--- src/rtl/perip_key_events.sv ---
// Key-activity peripheral: per-key press counters plus a timestamped FIFO of
// press/release events, read over the CPU peripheral bus, with an interrupt.
module perip_key_events #(
  parameter int NUM_KEYS    = 4,
  parameter int COUNT_WIDTH = 16,
  parameter int FIFO_DEPTH  = 8,
  parameter int TS_WIDTH    = 16
) (
  input  logic                clk,
  input  logic                reset,
  input  logic                cs,
  input  logic [4:0]          addr,
  input  logic                rd,
  input  logic                wr,
  input  logic [31:0]         wdata,
  output logic [31:0]         rdata,
  output logic                irq,
  input  logic [NUM_KEYS-1:0] key_state
);

  localparam int PTR_W = $clog2(FIFO_DEPTH);
  localparam int CNT_W = PTR_W + 1;

  localparam logic [4:0] A_STATUS = 5'h10;
  localparam logic [4:0] A_EVENT  = 5'h11;
  localparam logic [4:0] A_CTRL   = 5'h12;
  localparam logic [4:0] A_CLEAR  = 5'h13;
  localparam logic [4:0] A_KEYS   = 5'h14;

  localparam logic [31:0] BAD_ADDR = 32'hDEAD_BEEF;

  logic [COUNT_WIDTH-1:0] count [NUM_KEYS];
  logic [NUM_KEYS-1:0]    key_prev;
  logic [NUM_KEYS-1:0]    slot_valid;
  logic [NUM_KEYS-1:0]    slot_press;
  logic [TS_WIDTH-1:0]    slot_ts [NUM_KEYS];

  logic [31:0]            fifo_mem [FIFO_DEPTH];
  logic [PTR_W-1:0]       wr_ptr;
  logic [PTR_W-1:0]       rd_ptr;
  logic [CNT_W-1:0]       fifo_count;

  logic [TS_WIDTH-1:0]    ts;
  logic [2:0]             ctrl;   // [0]=IRQ_EN [1]=REL_EN [2]=SAT
  logic                   ovf;

  logic                   rd_en;
  logic                   wr_en;
  logic                   fifo_empty;
  logic                   fifo_full;
  logic                   pop;
  logic                   push;
  logic                   drop;
  logic [NUM_KEYS-1:0]    press_vec;
  logic [NUM_KEYS-1:0]    want_slot;
  logic                   edge_ovf;
  logic                   arb_valid;
  logic [NUM_KEYS-1:0]    arb_grant;
  logic [3:0]             arb_idx;
  logic                   arb_press;
  logic [TS_WIDTH-1:0]    arb_ts;
  logic [31:0]            ev_word;
  logic                   unused_wdata;

  assign rd_en      = cs & rd;
  assign wr_en      = cs & wr;
  assign fifo_empty = (fifo_count == '0);
  assign fifo_full  = (fifo_count == CNT_W'(FIFO_DEPTH));
  assign pop        = rd_en && (addr == A_EVENT) && !fifo_empty;

  assign press_vec = key_state & ~key_prev;
  assign want_slot = press_vec | ((key_prev & ~key_state) & {NUM_KEYS{ctrl[1]}});
  // An edge on a key whose slot is still occupied this cycle is lost.
  assign edge_ovf  = |(want_slot & slot_valid);

  // NOTE: every variable gets a default before any conditional assignment so
  // always_comb never infers a latch.
  always_comb begin
    arb_valid = 1'b0;
    arb_grant = '0;
    arb_idx   = '0;
    arb_press = 1'b0;
    arb_ts    = '0;
    for (int i = NUM_KEYS - 1; i >= 0; i--) begin
      if (slot_valid[i]) begin
        arb_valid    = 1'b1;
        arb_grant    = '0;
        arb_grant[i] = 1'b1;
        arb_idx      = 4'(i);
        arb_press    = slot_press[i];
        arb_ts       = slot_ts[i];
      end
    end
  end

  assign ev_word = {1'b1, arb_press, 6'b0, arb_idx, 20'(arb_ts)};
  // A pop in the same cycle makes room, even when the FIFO is full.
  assign push    = arb_valid && (!fifo_full || pop);
  assign drop    = arb_valid && fifo_full && !pop;

  assign unused_wdata = ^wdata;

  // NOTE: sequential state uses non-blocking assignments only, so every
  // register samples pre-edge values regardless of statement order.
  always_ff @(posedge clk) begin
    if (reset) begin
      for (int i = 0; i < NUM_KEYS; i++) begin
        count[i]   <= '0;
        slot_ts[i] <= '0;
      end
      key_prev   <= '0;
      slot_valid <= '0;
      slot_press <= '0;
      wr_ptr     <= '0;
      rd_ptr     <= '0;
      fifo_count <= '0;
      ts         <= '0;
      ctrl       <= '0;
      ovf        <= 1'b0;
      irq        <= 1'b0;
    end else begin
      ts       <= ts + 1'b1;
      key_prev <= key_state;

      for (int i = 0; i < NUM_KEYS; i++) begin
        if (wr_en && (addr == A_CLEAR) && wdata[i]) begin
          count[i] <= '0;
        end else if (press_vec[i] && !(ctrl[2] && (&count[i]))) begin
          count[i] <= count[i] + 1'b1;
        end
        if (want_slot[i] && !slot_valid[i]) begin
          slot_press[i] <= press_vec[i];
          slot_ts[i]    <= ts;
        end
      end
      // The granted slot was occupied, so it can never be refilled this cycle.
      slot_valid <= (slot_valid & ~arb_grant) | (want_slot & ~slot_valid);

      if (push) wr_ptr <= wr_ptr + 1'b1;
      if (pop)  rd_ptr <= rd_ptr + 1'b1;
      if (push && !pop)      fifo_count <= fifo_count + 1'b1;
      else if (pop && !push) fifo_count <= fifo_count - 1'b1;

      if (drop || edge_ovf)                                ovf <= 1'b1;
      else if (wr_en && (addr == A_STATUS) && wdata[2])    ovf <= 1'b0;

      if (wr_en && (addr == A_CTRL)) ctrl <= wdata[2:0];

      irq <= ctrl[0] && !fifo_empty;
    end
  end

  // NOTE: storage is left unreset; the pointers and count define what is valid.
  always_ff @(posedge clk) begin
    if (push) fifo_mem[wr_ptr] <= ev_word;
  end

  always_comb begin
    rdata = '0;
    if (rd_en) begin
      if (!addr[4]) begin
        rdata = BAD_ADDR;
        for (int i = 0; i < NUM_KEYS; i++) begin
          if (addr[3:0] == 4'(i)) rdata = 32'(count[i]);
        end
      end else begin
        case (addr)
          A_STATUS: rdata = {16'(fifo_count), 13'b0, ovf, fifo_full, fifo_empty};
          A_EVENT:  rdata = fifo_empty ? 32'h0 : fifo_mem[rd_ptr];
          A_CTRL:   rdata = {29'b0, ctrl};
          A_CLEAR:  rdata = 32'h0;
          A_KEYS:   rdata = 32'(key_state);
          default:  rdata = BAD_ADDR;
        endcase
      end
    end
  end

endmodule

--- config.mk ---
export PLATFORM = sky130hd
export DESIGN_NAME = perip_key_events
export DESIGN_NICKNAME = d
export VERILOG_FILES = /design/src/rtl/perip_key_events.sv
export SDC_FILE = /design/constraint.sdc
export NUM_CORES = 1
export LEC_CHECK = 0
export CAP_MARGIN = 20
export CORE_MARGIN = 2
export CORE_UTILIZATION = 25
export CTS_CLUSTER_DIAMETER = 60
export DETAILED_ROUTE_END_ITERATION = 12
export GPL_TIMING_DRIVEN = 0
export SETUP_SLACK_MARGIN = 0.3
export SLEW_MARGIN = 30
export SYNTH_ARGS = -nofsm -noshare
export SYNTH_HDL_FRONTEND = slang
export SYNTH_SLANG_ARGS = --single-unit
--- constraint.sdc ---
create_clock -name clk -period 8.2 [get_ports clk]
set_input_delay 1.64 -clock clk [delete_from_list [all_inputs] [get_ports clk]]
set_output_delay 1.64 -clock clk [all_outputs]
set_load 0.03 [all_outputs]
Yosys cells after proc, flatten, opt, wreduce, memory -nomap -nowiden:

Memories as Yosys holds them, arrays and structs flattened. A register that Yosys moved wholly into a read port is not among the register bits.
Cells that the tools add are included.

* register bits: 43
* bits in writable memories: 296
* bits of input ports: 46
* output and inout port bits: 33
* word-level logic and storage cells: 201
* memories: 3

* add/subtract/negate cells: 9
* eq/ne operators: 9
* muxes and demuxes: 90
* bitwise gates (word level): 26
* reductions and logical operators: 51

Memory list
* fifo_mem: words 8, bits a word 21, rd ports 1, clocked after memory_dff 1, write ports 1, RTL line 38 `logic [31:0] fifo_mem [FIFO_DEPTH];`
* count: words 4, bits a word 16, rd ports 4, clocked after memory_dff 0, write ports 4, RTL line 32 `logic [COUNT_WIDTH-1:0] count [NUM_KEYS];`
* slot_ts: words 4, bits a word 16, rd ports 4, clocked after memory_dff 0, write ports 4, RTL line 36 `logic [TS_WIDTH-1:0] slot_ts [NUM_KEYS];`

Operators with widths (count)
* $mux 16: 16
* $mux 32: 7
* $pmux 32 s5: 1
* $add 16x1->16 const B: 5
* $reduce_and 16->1: 4
* $mux 1: 54
* $mux 4: 9
* $logic_and 1x1->1: 28
* $eq 5x5->1 const B: 5
* $and 4x4->4: 6
* $not 4->4: 4
* $logic_not 1->1: 12
* $or 1x1->1: 12
* $eq 4x2->1 const B: 2
* $logic_not 4->1: 2
* $or 4x4->4: 2
* $add 3x1->3 const B: 2
* $mux 3: 2
* $add 4x1->4 const B: 1
* $eq 4x1->1 const B: 1
* $eq 4x4->1 const B: 1
* $reduce_bool 2->1: 2
* $reduce_or 4->1: 1
* $sub 4x1->4 const B: 1
* other kinds (3): 5

Longest topological paths before layout:

Gate-level depths: netlist (run 1).
An unclocked memory read counts as a cell.

* word-level depth: 10
* mapped depth: 12
* gate-level depth less buffers: 11

Least setup slack after synthesis (run 1):

OpenSTA, ideal clock, no wires.

* kind: in2out
* start: in addr[3]
* end: out rdata[21]
* arrival time: 3.557 ns
* data required time: 6.560 ns
* slack: 3.003 ns
* stages: 5
* cell sequence: or3b_4 -> or4_1 -> buf_2 -> buf_2 -> o21ai_0

* cells in the longest elaborated chain, start to end: 7

Ends and longest elaborated chain
* from (decl): RTL line 12 `input logic [4:0] addr,`
* $logic_not 4->1: RTL line 164 `if (addr[3:0] == 4'(i)) rdata = 32'(count[i]);`
* $mux 32 (4 in series): RTL line 164
* $mux 32 *: RTL line 161 `if (!addr[4]) begin`
* $mux 32 *: RTL line 160 `if (rd_en) begin`
* to (decl): RTL line 16 `output logic [31:0] rdata,`

Every way passes the cells marked *; elsewhere a longest branch is shown, timed or not.

Final worst setup path (run 1):

* start: in addr[4]
* end: out rdata[5]

* cells in the longest elaborated chain, start to end: 4

Ends and longest elaborated chain
* $eq 5x5->1: RTL line 167 `case (addr)`
* $pmux 32 s5: RTL line 167
* $mux 32 *: RTL line 161
* $mux 32 *: RTL line 160

Marks and branches as above.

==> summary.txt, run 1 <==
Synthesis
  • Synth Area in XOR/XNOR: 0.0377
  • Synth Instances: 1154
  • Area of the mapped netlist: 0.0151 sq mm
  • Synthesized flop and latch total: 326
  • Post-synth EDFFs: 280
  • Simple-Gate Fraction of Synth Area: 0.147
  • Synth top area cells: edfxtp_1, mux4_2, dfxtp_1
  • Commonest cells post-synth: edfxtp_1, nor2_1, nand2_1
  • Synth cell types: 59
  • Largest family of logic cells by synthesized area: simple AND/OR/NAND/NOR gates
  • Warnings from Yosys: 0
  • Count leader, synth: edfxtp_1
  • Seq/Total Area, Yosys: 0.619
  • Mux cell area share after synthesis: 0.0943
  • Post-Synth Adder-Cell Area: 0.00962
  • Post-synth top area share: 0.558
  • Compound-gate portion of the synthesized area: 0.0641
  • Synthesized area per cell: 13.1 sq um
  • Asr flop ratio synth: 0
  • Post-synth top area cell: edfxtp_1
  • Top_reg_cell synth: edfxtp_1

Timing
  • Period utilization: 0.795
  • # setup viols final: 0
  • Clock skew: 0.0196 ns
  • Unrepaired setup endpoints after global routing: no
  • TNS Setup: 0 ns
  • Slew Limit Fails: 0
  • Worst-Margin Slew: 0.982 ns
  • Relative slew slack: 0.335
  • Final period demand of the worst path: 6.52 ns
  • Hold Violations, Final: 0
  • Fmax: 0.153 GHz
  • Crit path setup slack, layout: 1.68 ns

Detailed routing
  • DR WL/cell: 18.5 microns
  • DR pass1 iterations: 8
  • Residual DRC: 0
  • Vias: 9896
  • Initial DRC Count: 882
  • Final WL: 38.3 mm
  • Final antenna-violating net count: 0
  • Vias per inst: 4.78

Final layout
  • Layout cells sized above 1: 0.150
  • # diodes: 0
  • Post-layout nets: 1322
  • Area grow syn2layout: 19.6%

Worst setup path
  • Crit path required time: 6.56 ns
  • Crit path arrival time: 4.88 ns
  • Slowest stage delay, CP: 0.74 ns
  • Register-to-register setup slack: 4.71 ns
  • Crit Path Max Fanout: 9
  • Endpoint class of the critical path: output pin
  • Cell family with most CP delay: buffers and inverters
  • Reg2Reg Depth: 11
  • CP bufs+invs: 4
  • WS Path Type: input pin to output pin
  • Startpoint class of the critical path: input pin
  • Slowest cell on crit path: clkdlybuf4s50_1
  • CP cell instances: clkdlybuf4s50_1 > or3b_4 > or4_1 > buf_2 > o21a_1 > buf_2 > a211oi_2 > clkdlybuf4s50_1
  • Crit. path cell count: 8

Job
  • Max-cap violations: 0

Run status
  • Status: complete, no violations

GRT
  • Vias in the first global route: 9612
  • Largest net degree at the start of global routing: 17
  • GRT Total Usage: 0.122
  • First-pass GRT wire length: 58.6 mm
  • Initial antenna violation count: 0
  • Congestion Overflow GR: 0

CTS
  • Post_cts resized: 0
  • CTS root buf: clkbuf_16
  • CTS tree: built
  • Worst-case clock buffer depth: 3
  • # hold bufs at CTS: 0
  • Clk_lat worst skew: 0.53 ns
  • Total CTS buffers: 38
  • Htree depth: 2
  • Clock sinks: 326
  • Reg clk slew, reported paths: 0.05 ns
  • Post CTS Setup Buffer Count: 0

Placed design
  • Post-DP HPWL: 28.3 mm
  • Pre-CTS setup slack: 1.64 ns
  • RD Place Congestion: 0.865
  • PortBufs: 45

Hold path
  • Hold depth: 1
  • Worst hold path class: flop to flop

Floorplan
  • Core area: 0.0600 sq mm
  • Die Ht: 250 microns
  • Die area: 0.0623 sq mm
  • Starting Density: 0.251
  • I/O pins: 79
  • Die X: 250 microns
  • FP Rows: 90

Pwr
  • Pwr Density: 231 mW/mm^2
  • Leak pwr: 5.84 nW
  • Peak VDD IR: 0.000128 V
## through the flow
step | utilization | instance area [sq um] | total power [mW] | cells | hold WS (ns)
6_report | 0.301 | 18000 | 4.17 | 2072 | 0.505
5_1_grt | 0.301 | 18000 | 4.32 | 2072 | 0.527
4_1_cts | 0.300 | 18000 | 4.19 | 2072 | 0.505
3_5_place_dp | 0.280 | 16800 | 2.57 | 2007 | 0.490
3_3_place_gp | 0.275 | 16500 | 2.52 | 1983 | 0.479
2_1_floorplan | - | 15100 | 2.35 | 1156 | 0.447
## layout make-up
| type | instances | area [sq um] |
|---|---|---|
| clock inverter | 16 | 163 |
| timing repair buffer | 69 | 664 |
| buffer | 73 | 317 |
| sequential | 326 | 9330 |
| multi-input combinational | 726 | 5450 |
| tap | 782 | 978 |
| clock buffer | 49 | 1020 |
| inverter | 31 | 116 |
| fill | 5969 | 42000 |
## path summary, 6_finish.rpt
path | end | from
max | rdata[5] | addr[4]
min | ts[0]$_SDFF_PP0_ | ts[0]$_SDFF_PP0_
max reg2reg | fifo_count[3]$_SDFFE_PP0P_ | fifo_count[0]$_SDFFE_PP0P_
min reg2reg | ts[0]$_SDFF_PP0_ | ts[0]$_SDFF_PP0_
## registers in the layout, indices dropped and copies added, names as in the netlist, named ones only
| signal | count |
|---|---|
| slot_valid | 4 |
| slot_press | 4 |
| ovf | 1 |
| ctrl | 3 |
| irq | 1 |
| ts | 16 |
| rd_ptr | 3 |
| count | 64 |
| fifo_mem | 152 |
| fifo_count | 4 |
| slot_ts | 64 |
| wr_ptr | 3 |
| key_prev | 4 |
## report_power, final
part	internal [mW]	leakage (nW)	switching [mW]	total, mW
registers	1.95	3.17	0.0748	2.03
logic	0.194	2.10	0.314	0.508
clock network	0.974	0.574	0.657	1.63
total	3.12	5.84	1.05	4.17
## layer usage
layer | wire, microns | GRT usage | part of all wire | vias to the layer above
met2 | 18400 | 0.202 | 0.48 | 296
li1 | - | - | - | 4551
met4 | 781 | 0.0305 | 0.020 | 0
met1 | 16800 | 0.162 | 0.44 | 4993
met5 | 0 | 0 | 0 | -
met3 | 2330 | 0.0258 | 0.061 | 56
## placed cells by master, fill, tap and decap left out, drive strengths merged, types with 6 or more instances in the layout
cell,count
nor4,21
nand3,31
clkbuf,93
nand2,65
and2,60
nor3,44
or3,10
dfxtp,46
nand4,18
a221oi,16
ha,10
edfxtp,280
a21oi,22
inv,34
a211oi,18
and4,6
clkinv,8
mux4,50
xnor2,40
xor2,25
a31oi,6
nor2b,28
o21ai,31
o31ai,18
buf,53
mux2i,24
clkdlybuf4s50,45
nor2,116
## cell families after synthesis
logic type                 count (synthesis)
and+or+nand+nor                          431
DFF                                      326
AOI/OAI and AO/OA                        137
buffers and inverters                    104
muxes                                     79
xor gates and xnor gates                  65
adders and majority gates                 11
other                                      1
Power figures use the tool's default switching activity.
==> run 2, diff against run 1 <==
==> constraint.sdc (replaced) <==
create_clock -name clk -period 5.9 [get_ports clk]
set_input_delay 1.18 -clock clk [delete_from_list [all_inputs] [get_ports clk]]
set_output_delay 1.18 -clock clk [all_outputs]
set_load 0.03 [all_outputs]
==> summary.txt, run 2 (synthesis results as in run 1) <==
Timing
  • Worst-Margin Slew: 1.02 ns
  • # setup viols final: 0
  • Unrepaired setup endpoints after global routing: no
  • Hold_ws: 0.505 ns
  • Fmax: 0.183 GHz
  • Relative slew slack: 0.313
  • Slew Limit Fails: 0
  • Clock skew: 0.0212 ns
  • Hold Violations, Final: 0
  • Period utilization: 0.928
  • Final period demand of the worst path: 5.48 ns
  • TNS Setup: 0 ns
  • Crit path setup slack, layout: 0.423 ns

Worst setup path
  • Crit Path Max Fanout: 9
  • Startpoint class of the critical path: input pin
  • Crit path required time: 4.72 ns
  • Endpoint class of the critical path: output pin
  • Cell family with most CP delay: buffers and inverters
  • CP bufs+invs: 4
  • Register-to-register setup slack: 2.31 ns
  • Slowest stage delay, CP: 0.72 ns
  • Crit path arrival time: 4.30 ns
  • Slowest cell on crit path: clkdlybuf4s50_1
  • WS Path Type: input pin to output pin
  • CP cell instances: clkdlybuf4s50_1 > or3b_4 > or4_1 > buf_2 > o21a_1 > buf_2 > a211oi_2 > clkdlybuf4s50_1

Detailed routing
  • DR WL/cell: 18.5 microns
  • Final WL: 38.3 mm
  • Vias: 9856
  • Final antenna-violating net count: 0
  • Vias per inst: 4.76
  • Initial DRC Count: 910
  • DR pass1 iterations: 5
  • Residual DRC: 0

GRT
  • Largest net degree at the start of global routing: 17
  • First-pass GRT wire length: 58.6 mm
  • Initial antenna violation count: 0
  • GRT Total Usage: 0.122
  • Vias in the first global route: 9612
  • Congestion Overflow GR: 0

Pwr
  • Pwr Density: 321 mW/mm^2
  • Peak VDD IR: 0.000177 V
  • Pwr Total: 5.79 mW
  • Leak pwr: 5.86 nW

Final layout
  • Layout filler cell count: 5970
  • Most common cell after layout, fill and taps aside: edfxtp_1
  • Most frequent cells in the layout: edfxtp_1, nor2_1, nand2_1
  • Area grow syn2layout: 19.7%
  • Largest register FFs: 152
  • Largest regs: fifo_mem (152), count (64), slot_ts (64)
  • Post-layout util: 0.301
  • Layout Cells excl Fill: 2072
  • Final instance area: 0.0181 sq mm
  • Layout cells sized above 1: 0.152
  • # diodes: 0
  • Post-layout nets: 1322
  • Biggest register: fifo_mem

Placed design
  • PortBufs: 45
  • Post-DP HPWL: 28.3 mm
  • Area post-placement: 0.0168 sq mm
  • Placed insts: 2007
  • RD Place Congestion: 0.865
  • Pre-CTS setup slack: 0.257 ns

CTS
  • Htree depth: 2
  • Post CTS Setup Buffer Count: 0
  • CTS root buf: clkbuf_16
  • CTS tree: built
  • Total CTS buffers: 38
  • Clock sinks: 326
  • Clk_lat worst skew: 0.53 ns
  • Worst-case clock buffer depth: 3
  • Reg clk slew, reported paths: 0.05 ns

Floorplan
  • Core area: 0.0600 sq mm
  • Die X: 250 microns
  • Die area: 0.0623 sq mm
  • Die Ht: 250 microns
  • I/O pins: 79
  • FP Rows: 90
  • Starting Density: 0.251

Hold path
  • Worst hold path class: flop to flop

Run status
  • Status: complete, no violations

Job
  • Max-cap violations: 0
run 2: changes by cell type in the layout (fill, tap and decap cells not counted):
cell,before,now
clkbuf_1,53,52
clkbuf_2,0,1
clkdlybuf4s50_1,45,43
dlymetal6s2s_1,0,2
nor3_1,40,39
nor3_2,4,5
o21ai_0,29,27
o21ai_1,2,4
run 2: what timing repair did:
| action | in CTS | in global routing |
|---|---|---|
| hold buffers | 0 | 0 |
| endpoints found under the setup margin | 2 | 18 |
| gates resized for setup | 2 | 6 |
| hold endpoints to repair | 0 | 0 |
run 2: power by group:
group | internal, mW | switching (mW) | total [mW]
Combinational | 0.270 | 0.437 | 0.707
Sequential | 2.71 | 0.105 | 2.82
Clock | 1.35 | 0.914 | 2.27
Total | 4.34 | 1.46 | 5.79
run 2: worst paths after layout:
check                             startpoint                         end  cells past startpoint
setup / recovery                     addr[3]                   rdata[15]                      8
hold / removal              ts[0]$_SDFF_PP0_            ts[0]$_SDFF_PP0_                      1
setup reg to reg  fifo_count[0]$_SDFFE_PP0P_  fifo_count[3]$_SDFFE_PP0P_                     11
hold reg to reg             ts[0]$_SDFF_PP0_            ts[0]$_SDFF_PP0_                      1
run 2: metal layers:
layer | vias up | wire, microns | track usage
met3 | 53 | 2320 | 0.0258
li1 | 4551 | - | -
met1 | 4951 | 16900 | 0.162
met2 | 301 | 18300 | 0.202
met4 | 0 | 782 | 0.0305
met5 | - | 0 | 0
run 2: layout make-up:
class | instances | area (sq um) | share of cell area
inverters | 31 | 116 | 0.00645
plain buffers | 73 | 318 | 0.0176
flip-flops and latches | 326 | 9330 | 0.517
multi-input cells | 726 | 5450 | 0.302
clock inverters | 16 | 163 | 0.00901
repair buffers | 69 | 669 | 0.0371
clock buffers | 49 | 1020 | 0.0567
well taps | 782 | 978 | 0.0542
==> run 3, diff against run 2 <==
--- a/config.mk
+++ b/config.mk
@@ -12,7 +12,7 @@
 export DETAILED_ROUTE_END_ITERATION = 12
 export GPL_TIMING_DRIVEN = 0
 export SETUP_SLACK_MARGIN = 0.3
-export SLEW_MARGIN = 30
+export SLEW_MARGIN = 20
 export SYNTH_ARGS = -nofsm -noshare
 export SYNTH_HDL_FRONTEND = slang
 export SYNTH_SLANG_ARGS = --single-unit
==> summary.txt, run 3 (synthesis results as in run 1) <==
CTS
  • Total CTS buffers: 37
  • Reg clk slew, reported paths: 0.06 ns
  • Htree depth: 2
  • Clock sinks: 326
  • CTS root buf: clkbuf_16
  • Worst-case clock buffer depth: 3
  • Clk_lat worst skew: 0.54 ns
  • CTS tree: built

Worst setup path
  • Crit Path Max Fanout: 9
  • Endpoint class of the critical path: output pin
  • R2r startpoint: fifo_count[0]$_SDFFE_PP0P_
  • Crit path from: addr[3]
  • Crit path arrival time: 4.34 ns
  • Crit path required time: 4.72 ns
  • WS Path Type: input pin to output pin
  • Startpoint class of the critical path: input pin

Timing
  • Fmax: 0.181 GHz
  • Hold Violations, Final: 0
  • Hold_ws: 0.495 ns
  • TNS Setup: 0 ns
  • Worst-Margin Slew: 1.06 ns
  • Clock skew: 0.0174 ns
  • Period utilization: 0.936
  • Final period demand of the worst path: 5.52 ns
  • Slew Limit Fails: 0
  • Unrepaired setup endpoints after global routing: no
  • # setup viols final: 0
  • Relative slew slack: 0.286

Hold path
  • Worst hold path class: flop to flop
  • Startpoint of the worst hold path: ts[0]$_SDFF_PP0_

Floorplan
  • FP Rows: 90
  • Starting Density: 0.251
  • Core area: 0.0600 sq mm
  • Die X: 250 microns
  • Die Ht: 250 microns
  • I/O pins: 79
  • Die area: 0.0623 sq mm

Final layout
  • Layout cells sized above 1: 0.145
  • Most frequent cells in the layout: edfxtp_1, nor2_1, nand2_1
  • Layout Cells excl Fill: 2069
  • Register area: 0.00933 sq mm
  • Layout filler cell count: 6006
  • Area grow syn2layout: 19.2%
  • Most common cell after layout, fill and taps aside: edfxtp_1
  • Area occupied by multi-input gates: 0.00543 sq mm
  • Post-layout nets: 1318
  • # diodes: 0
  • Final instance area: 0.0180 sq mm
  • Largest register FFs: 152
  • Largest regs: fifo_mem (152), count (64), slot_ts (64)
  • Biggest register: fifo_mem

Run status
  • Status: complete, no violations

Placed design
  • Post-DP HPWL: 28.1 mm
  • Area post-placement: 0.0168 sq mm
  • Placed insts: 2004
  • PortBufs: 45
  • RD Place Congestion: 0.865

GRT
  • First-pass GRT wire length: 58.0 mm
  • Vias in the first global route: 9577
  • Congestion Overflow GR: 0
  • Largest net degree at the start of global routing: 20
  • GRT Total Usage: 0.121
  • Initial antenna violation count: 1

Pwr
  • Leak pwr: 5.83 nW
  • Logic gate share of total power: 0.124
  • Clk pwr share: 0.384
  • Pint: 4.29 mW
  • Pwr Density: 318 mW/mm^2
  • Peak VDD IR: 0.000195 V
  • Seq pwr share: 0.492
  • Sw Share: 0.251
  • Switching power: 1.44 mW

Detailed routing
  • Vias per inst: 4.75
  • Initial DRC Count: 761
  • Vias: 9833
  • DR pass1 iterations: 5
  • Final WL: 38.3 mm
  • Final antenna-violating net count: 0
  • Residual DRC: 0
  • DR WL/cell: 18.5 microns

Job
  • Max-cap violations: 0
-- run 3: cell count changes in the layout (fill, tap and decap cells not counted), moves of 2 or more --
cell	change
clkbuf_1	+3
buf_6	+3
buf_4	-4
clkinvlp_4	-2
o31ai_2	-4
inv_6	-2
o31ai_1	+4
clkinv_2	+2
-- run 3: cell type report --
cell class,count,share of cell area
buffer,73,0.0177
clock buffer,51,0.0568
clock inverter,14,0.00717
inverter,31,0.00647
multi-input combinational,726,0.302
sequential,326,0.519
tap,782,0.0544
timing repair buffer,66,0.0363
-- run 3: path summary, 6_finish.rpt --
path	end	slack, ns	depth (start not counted)
setup / recovery	rdata[15]	0.38	8
hold / removal	ts[0]$_SDFF_PP0_	0.50	1
setup reg to reg	fifo_count[3]$_SDFFE_PP0P_	2.29	11
hold reg to reg	ts[0]$_SDFF_PP0_	0.50	1
-- run 3: what timing repair did --
action | 4_1_cts | 5_1_grt
resized for setup | 2 | 6
hold endpoints to repair | 0 | 0
buffers inserted | 0 | 0
hold buffers | 0 | 0
endpoints found under the setup margin | 2 | 13
-- run 3: per-stage QoR --
stage,util,worst slack [ns],power [mW]
finish,0.300,0.379,5.73
global route,0.300,0.302,5.92
CTS,0.299,0.315,5.75
detailed placement,0.280,0.250,3.57
global placement,0.275,-0.990,3.51
floorplan,-,1.62,3.27
-- run 3: power by group through the flow --
stage	Clock (mW)	Combinational (mW)	Sequential, mW
after floorplan	0	0.442	2.83
after global placement	0	0.645	2.86
after detailed placement	0	0.705	2.87
after CTS	2.22	0.709	2.82
after global routing	2.32	0.771	2.84
final	2.20	0.710	2.82
-- run 3: worst max-delay path, cell delays in order --
cell,delay (ns)
clkdlybuf4s50_1,0.64
or3b_4,0.53
or4_1,0.51
buf_2,0.17
o21a_1,0.12
buf_2,0.22
a211oi_2,0.24
clkdlybuf4s50_1,0.72
-- run 3: per-layer routing --
metal	track usage	routed length, microns
met5	0	0
met4	0.0334	765
met3	0.0304	2850
met2	0.199	18300
met1	0.157	16400
